File: src/rtl/espiro_pkg.sv
// Shared constants and FSM encoding for the ADC sampler.
// ADC_AVG4_EN adds the GAP state used between averaged conversions.
package espiro_pkg;
  localparam int SPI_BITS = 15;
  localparam int SPI_SKIP = 3;
  localparam int AVG_N    = 4;

  typedef enum logic [2:0] {
    IDLE     = 3'd0,
    CS_SETUP = 3'd1,
    SHIFT    = 3'd2,
    CS_HOLD  = 3'd3,
    DONE     = 3'd4
`ifdef ADC_AVG4_EN
    , GAP    = 3'd5
`endif
  } state_e;
endpackage

File: src/rtl/adc_sampler_spi_half_tick.sv
// SCLK half-period counter: counts 0..CLK_DIV-1 while enabled and wraps.
// tc_o marks the last cycle of each half-period.
module spi_half_tick #(
  parameter int CLK_DIV = 25
) (
  input  logic iClk,
  input  logic iReset,
  input  logic load_i,
  input  logic en_i,
  output logic tc_o
);
  localparam int CW = $clog2(CLK_DIV);

  logic [CW-1:0] cnt_q, cnt_d;

  assign tc_o = en_i && (cnt_q == CW'(CLK_DIV - 1));

  always_comb begin
    cnt_d = cnt_q;
    if (load_i)    cnt_d = '0;
    else if (en_i) cnt_d = tc_o ? '0 : cnt_q + 1'b1;
  end

  always_ff @(posedge iClk) begin
    if (iReset) cnt_q <= '0;
    else        cnt_q <= cnt_d;
  end
endmodule

File: src/rtl/adc_sampler.sv
// SPI ADC sampler: one tick -> CS frame of 15 SCLK periods, last 12 bits kept.
// Define ADC_AVG4_EN to run four conversions per tick and output their mean.
module adc_sampler import espiro_pkg::*; #(
  parameter int CLK_DIV = 25,
  parameter int DATA_W  = 12
) (
  input  logic              iClk,
  input  logic              iReset,
  input  logic              iTick,
  input  logic              iClrOvr,
  input  logic              iMiso,
  output logic              oSclk,
  output logic              oCs_n,
  output logic [DATA_W-1:0] ovSample,
  output logic              oValid,
  output logic              oBusy,
  output logic              oOverrun
);
  state_e            state_q, state_d;
  logic [4:0]        half_q, half_d;
  logic [DATA_W-1:0] shift_q, shift_d;
  logic [DATA_W-1:0] sample_q, sample_d;
  logic              ovr_q, ovr_d;
  logic              tc, cnt_load;
`ifdef ADC_AVG4_EN
  localparam int SW = DATA_W + 2;
  logic [1:0]        conv_q, conv_d;
  logic [SW-1:0]     sum_q, sum_d;
`endif

  // Counter is held at zero outside the active frame.
  assign cnt_load = (state_q == IDLE) || (state_q == DONE);

  spi_half_tick #(.CLK_DIV(CLK_DIV)) u_half (
    .iClk   (iClk),
    .iReset (iReset),
    .load_i (cnt_load),
    .en_i   (!cnt_load),
    .tc_o   (tc)
  );

  always_comb begin
    state_d  = state_q;
    half_d   = half_q;
    shift_d  = shift_q;
    sample_d = sample_q;
    ovr_d    = iClrOvr ? 1'b0 : ovr_q;
`ifdef ADC_AVG4_EN
    conv_d   = conv_q;
    sum_d    = sum_q;
`endif
    if (iTick && state_q != IDLE) ovr_d = 1'b1;
    case (state_q)
      IDLE: if (iTick) begin
        state_d = CS_SETUP;
`ifdef ADC_AVG4_EN
        conv_d  = '0;
        sum_d   = '0;
`endif
      end
      CS_SETUP: if (tc) begin
        state_d = SHIFT;
        half_d  = '0;
      end
      SHIFT: if (tc) begin
        // Even half ending = SCLK rising edge; leading rises are dummy bits.
        if (!half_q[0] && half_q[4:1] >= 4'(SPI_SKIP))
          shift_d = {shift_q[DATA_W-2:0], iMiso};
        if (half_q == 5'(2*SPI_BITS - 1)) begin
          state_d = CS_HOLD;
          half_d  = '0;
        end else begin
          half_d  = half_q + 5'd1;
        end
      end
      CS_HOLD: if (tc) begin
`ifdef ADC_AVG4_EN
        sum_d = sum_q + SW'(shift_q);
        if (conv_q == 2'(AVG_N - 1)) begin
          state_d  = DONE;
          sample_d = sum_d[SW-1:2];
        end else begin
          state_d  = GAP;
          conv_d   = conv_q + 2'd1;
        end
`else
        state_d  = DONE;
        sample_d = shift_q;
`endif
      end
`ifdef ADC_AVG4_EN
      GAP: if (tc) state_d = CS_SETUP;
`endif
      DONE:    state_d = IDLE;
      default: state_d = IDLE;
    endcase
  end

  always_ff @(posedge iClk) begin
    if (iReset) begin
      state_q  <= IDLE;
      half_q   <= '0;
      shift_q  <= '0;
      sample_q <= '0;
      ovr_q    <= 1'b0;
`ifdef ADC_AVG4_EN
      conv_q   <= '0;
      sum_q    <= '0;
`endif
    end else begin
      state_q  <= state_d;
      half_q   <= half_d;
      shift_q  <= shift_d;
      sample_q <= sample_d;
      ovr_q    <= ovr_d;
`ifdef ADC_AVG4_EN
      conv_q   <= conv_d;
      sum_q    <= sum_d;
`endif
    end
  end

  assign oCs_n    = !(state_q == CS_SETUP || state_q == SHIFT || state_q == CS_HOLD);
  assign oSclk    = (state_q == SHIFT) && half_q[0];
  assign oValid   = (state_q == DONE);
  assign oBusy    = (state_q != IDLE);
  assign oOverrun = ovr_q;
  assign ovSample = sample_q;
endmodule
File: config.mk
export PLATFORM = sky130hd
export DESIGN_NAME = adc_sampler
export DESIGN_NICKNAME = d
export VERILOG_FILES = /design/src/rtl/espiro_pkg.sv /design/src/rtl/adc_sampler_spi_half_tick.sv /design/src/rtl/adc_sampler.sv
export SDC_FILE = /design/constraint.sdc
export NUM_CORES = 1
export LEC_CHECK = 0
export BUFFER_PORTS_ARGS = -buffer_cell sky130_fd_sc_hd__buf_4
export CAP_MARGIN = 20
export CORE_AREA = 3 3 68 70
export CTS_CLUSTER_SIZE = 40
export DETAILED_ROUTE_END_ITERATION = 10
export DIE_AREA = 0 0 71 73
export GPL_ROUTABILITY_DRIVEN = 0
export SLEW_MARGIN = 5
export SYNTH_ARGS = -nofsm -noshare
export SYNTH_HDL_FRONTEND = slang
export SYNTH_HIERARCHICAL = 1
export SYNTH_SLANG_ARGS = --single-unit
File: constraint.sdc
create_clock -name iClk -period 2.6 [get_ports iClk]
set_clock_uncertainty 0.1 [all_clocks]
set_input_delay 0.13 -clock iClk [delete_from_list [all_inputs] [get_ports iClk]]
set_output_delay 0.13 -clock iClk [all_outputs]
set_load 0.005 [all_outputs]
After elaboration in Yosys (flattened, before gate mapping)
Index checks and enable logic that the tools add are counted.

word-level totals
  word-level logic and storage cells = 51
  flip-flop bits (word level) = 38
  input bits = 5

cells by class
  $add $sub $neg = 2
  eq/ne operators = 11
  muxes and demuxes = 12
  order comparisons = 1
  reduce and logical (&&, ||, !) cells = 19

operators with widths
  kind                                                   number
  two-way mux 3 bit                                      5
  two-way mux 5 bit                                      3
  case mux 3 bit (4 select lines)                        1
  adder 5 x 1 -> 5 bit, second input constant            2
  == test 5 bit, second input constant                   2
  case mux 5 bit (2 select lines)                        1
  == test 3 x 2 -> 1 bit, second input constant          2
  inequality test 2 x 1 -> 1 bit, second input constant  3
  AND reduction 3 bit                                    2
  AND reduction 5 bit                                    1
  >= comparator 4 x 2 -> 1 bit, second input constant    1
  logical AND 1 bit                                      4
  inequality test 2 bit, second input constant           2
  nonzero test 2 bit                                     2
  == test 3 x 1 -> 1 bit, second input constant          1
  == test 3 bit, second input constant                   1
  logical NOT 1 bit                                      3
  logical NOT 3 bit                                      1
  logical OR 1 bit                                       3
  nonzero test 3 bit                                     1
  OR reduction 3 bit                                     1
  two-way mux 1 bit                                      2
  AND reduction 2 bit                                    1

Logic depth before layout (Yosys ltp)
  word-level depth = 6
  depth in mapped cells = 9

Modules after synthesis
The synthesis kept the hierarchy.

by module, submodules not included
  module         instances  cells an instance  area each (sq um)
  adc_sampler    1          153                1432.6
  spi_half_tick  1          29                 251.5

Least setup slack after synthesis
No wires, ideal clock.

  path kind = reg-to-reg
  start = register state_q[0]
  end = register half_q[4]
  path slack = 0.581 ns
  stages on the path, launching flop included = 9
  buffers on the path = 1
  required time = 2.426 ns
  clock period less this slack = 2.019 ns
  arrival = 1.844 ns
  cell sequence = dfxtp_1 buf_2 nor2_1 inv_1 inv_1 nor2_1 nand2b_1 or4_1 a31oi_1

between the ends
  word-level cells in the longest chain between the ends = 6
  elaborated cells between the ends (all ways) = 12
  those cells by class = eq/ne: 5; mux: 1; reduce/logical: 6

RTL lines
  element                                                    line                             text
  start, declared                                            adc_sampler.sv:19                state_e state_q, state_d;
  start signal, assigned                                     adc_sampler.sv:111               state_q <= state_d;
  == test 3 bit / logical NOT 3 bit (equally long branches)  adc_sampler.sv:32                assign cnt_load = (state_q == IDLE) || (state_q == DONE);
  logical OR 1 bit *                                         adc_sampler.sv:32
  via cnt_load                                               adc_sampler.sv:24                logic tc, cnt_load;
  logical NOT 1 bit *                                        adc_sampler.sv:38                .en_i (!cnt_load),
  logical AND 1 bit *                                        adc_sampler_spi_half_tick.sv:16  assign tc_o = en_i && (cnt_q == CW'(CLK_DIV - 1));
  via tc                                                     adc_sampler.sv:24
  inequality test 2 x 1 -> 1 bit (no line)                   --
  AND reduction 3 bit (no line) *                            --
  end signal, assigned                                       adc_sampler.sv:112               half_q <= half_d;
  end, declared                                              adc_sampler.sv:20                logic [4:0] half_q, half_d;

The timed path passes the listed nets; every way through them passes the cells marked *.
A chain may end at the register's enable or synchronous reset.

Worst setup path after layout
Same ends and word-level chain as after synthesis.

==> metrics.md <==
| Metric | Value |
|---|---|
| Slew HR | around 69% |
| Total track usage | roughly an eighth |
| CTS tree | done |
| CTS sink count | 38 |
| Die width | between 70 and 80 um |
| Final period util | around 88% |
| Detailed Route WL | 3310 um |
| R2r setup slk | between 0.3 and 0.4 ns |
| Post-CTS Setup Inserts | 0 |
| Sequential-to-total area share from yosys stat | 45.2% |
| Skew-Pair Late Insertion Delay | 0.28 ns |
| RSZ-0062 raised after global routing | false |
| Final nets | 213 |
| Critical path's largest stage delay | between 0.5 and 0.6 ns |
| Hold Vio Cnt, Final | 0 |
| Layout cells sized above 1 | ~18% |
| Distinct cells, synth | 38 |
| IO Port Bufs | 21 |
| Post-route cell area | 1980 um2 |
| Placement Rows | 23 |
| Grt ovf | 0 |
| Vias in the first global route | between 1000 and 1500 |
| Root Driver | clkbuf_8 |
| Commonest cells in the netlist | 38 x dfxtp_1, 27 x nand2_1, 16 x a21oi_1, 16 x nand2b_1, 15 x mux2i_1 |
| Crit path cell chain | nor2_1, inv_1, inv_1, nor2_2, nand2b_1, or4_1, a31oi_1 |
| Pleak | 0.705 nW |
| 1st-pass router iterations | 4 |
| Mapped Cells | around 180 |
| Syn nets | ~190 |
| Post-route minimum period | between 2 and 2.5 ns |
| Antenna violations before repair | 0 |
| Largest net degree at the start of global routing | 38 |
| Post-synthesis async set-or-reset flop share | 0% |
| Combinational Power Share | approximately 3.8% |
| Outcome | complete, no violations |
| Worst endpoint required time | roughly 2.7 ns |
| Syn_area_per_cell | 9.25 um2 |
| Worst Tran Pin Value | approximately 0.47 ns |
| Die H | ~73 um |
| Inserted Clock Buffers | 5 |
| Max clock buf depth | 2 |
| Cell Area, Placed | between 1500 and 2000 um2 |
| Sink of the worst hold path | shift_q[0] |
| RR Endpoint | half_q[4] |
| Top cells by area, synth | dfxtp_1 45%, mux2i_1 8.9%, nand2_1 6.0% |
| Via count | between 1000 and 1500 |
| Pwr/cell area | between 500 and 600 nW/um2 |
| Drt initial violations | 55 |
| Clock share of power | 44.3% |
| Clk slew on worst S/H paths | around 0.070 ns |
| Int Pwr | 0.912 mW |
| First-pass GRT wire length | around 5500 um |
| Hold Path Depth | 3 |
| Part of the power in registers | 51.9% |
| Worst R2R Start | state_q[0] |
| Area added between synthesis and finish | 17.4% |
| H-tree Lvls | 2 |
| Setup TNS | 0 ns |
| Post-synth EDFFs | 0 |
| FMAX | roughly 440 MHz |
| Post-Syn Area | about 1700 um2 |
| ANT cells | 0 |
| Synth warn | 6 |
| Average via count per standard cell | roughly 5.2 |
| DIE AREA | between 5000 and 6000 um2 |
| Switching power | around 0.22 mW |
| Remaining DRCs | 0 |
| Class of the worst hold path | in2reg |
| Synth top area share | a little under half |
| Drt wl/cell | 13.0 um |
| CP most frequent cell | inv_1 |
| Primary FF master, synth | dfxtp_1 |
| Core footprint | around 4000 um2 |
| Post-DP HPWL | 2260 um |
| Peak VDD IR | approximately 0.34 mV |
| Synth area leader | dfxtp_1 |
| # IOs | 22 |
| R2R depth | 7 |
| Crit Path Max Fanout | 11 |
| Antenna Nets Post-Route | 0 |
| Worst path slowest cell | dfxtp_1 |
| Top-count cell post-synth | dfxtp_1 |
| Max Cap Viol | 0 |
| CP startpoint | state_q[0] |
| Final Setup Violations | 0 |
| Crit Path Class | reg2reg |
| CP endpoint kind | flop |
| Net Sw Frac | around 20% |
| Hold Crit Start | iMiso |
| Initial Util | a little over two fifths |
| Crit path DAT | between 2 and 2.5 ns |
| Flip-flop and latch count after synthesis | 38 |
| CP Launch Type | flop |
| Slew Viols, Final | 0 |
power by group through the flow:
stage | clock (mW) | combinational, mW | sequential, mW
floorplan | 0 | 0.0296 | 0.599
global placement | 0 | 0.0408 | 0.602
detailed placement | 0 | 0.0419 | 0.603
CTS | 0.514 | 0.0431 | 0.589
global route | 0.541 | 0.0474 | 0.590
finish | 0.503 | 0.0432 | 0.589
sequential cells by signal, summed over array words and instances (netlist names):
| name | count |
|---|---|
| state_q | 3 |
| shift_q | 12 |
| half_q | 5 |
| u_half/cnt_q | 5 |
| oOverrun | 1 |
| ovSample | 12 |
repair_timing:
item | in CTS | in global routing
setup endpoints to repair | 0 | 8
gates resized for setup | 0 | 1
hold endpoints to repair | 1 | 0
hold buffers | 1 | 0
kinds of logic (layout without fill, tap and decap cells):
group,count (synthesis),in the layout,synth area share [%]
simple gates,78,78,25.6
flops,38,38,45.2
compound gates,29,29,10.1
mux,15,15,8.92
buf+inv,14,36,5.13
fa+ha+maj,4,4,2.97
xor+xnor,4,4,2.08
through the flow:
stage	hold WS, ns	utilization [%]	total power, mW	instances	setup WS, ns
after global routing	0.0542	49.1	1.18	254	0.123
final	0.0242	49.1	1.14	254	0.322
after floorplan	0.107	-	0.629	182	0.581
after detailed placement	0.281	46.0	0.644	246	0.216
after CTS	0.0162	49.0	1.15	254	0.187
after global placement	0.279	46.0	0.643	246	0.348
layout make-up:
type                       instances  area [um2]
clock buffer                       6        82.6
clock inverter                     1        30.0
sequential                        38         761
fill                             391        2050
tap                               50        62.6
inverter                           5        18.8
multi-input combinational        130         840
timing repair buffer              24         183
cells in the final DEF, fill, tap and decap left out, types with 2 or more instances in the layout:
cell type / n
a211oi_1: 2
a21oi_1: 16
a311oi_1: 2
a31oi_1: 2
buf_4: 23
clkbuf_8: 6
dfxtp_1: 38
ha_1: 4
inv_1: 5
mux2i_1: 15
nand2_1: 27
nand2b_1: 16
nand3_1: 4
nand3b_1: 2
nand4_1: 4
nand4b_1: 2
nor2_1: 8
nor3_1: 3
o21ai_0: 3
xor2_1: 3
routing by layer:
layer | vias up | GRT usage, % | routed length, um
li1 | 673 | - | -
met1 | 624 | 17.0 | 1630
met2 | 29 | 20.3 | 1510
met3 | 4 | 3.72 | 138
met4 | 0 | 6.26 | 33
met5 | - | 0 | 0
worst max-delay path, delay by kind of cell (launching register included):
kind	cells	cell delay, ns
DFF	1	0.53
AOI/OAI and AO/OA	1	0.17
and+or+nand+nor	4	1.10
buffers and inverters	2	0.30
how the worst max path moves through the flow:
stage | endpoint | slack [ns]
after floorplan | half_q[4] | 0.58
after global placement | half_q[4] | 0.35
after detailed placement | half_q[4] | 0.22
after CTS | half_q[4] | 0.19
after global routing | ovSample[10] | 0.12
final | half_q[4] | 0.32
No activity file was read; power rests on OpenSTA's default activity.
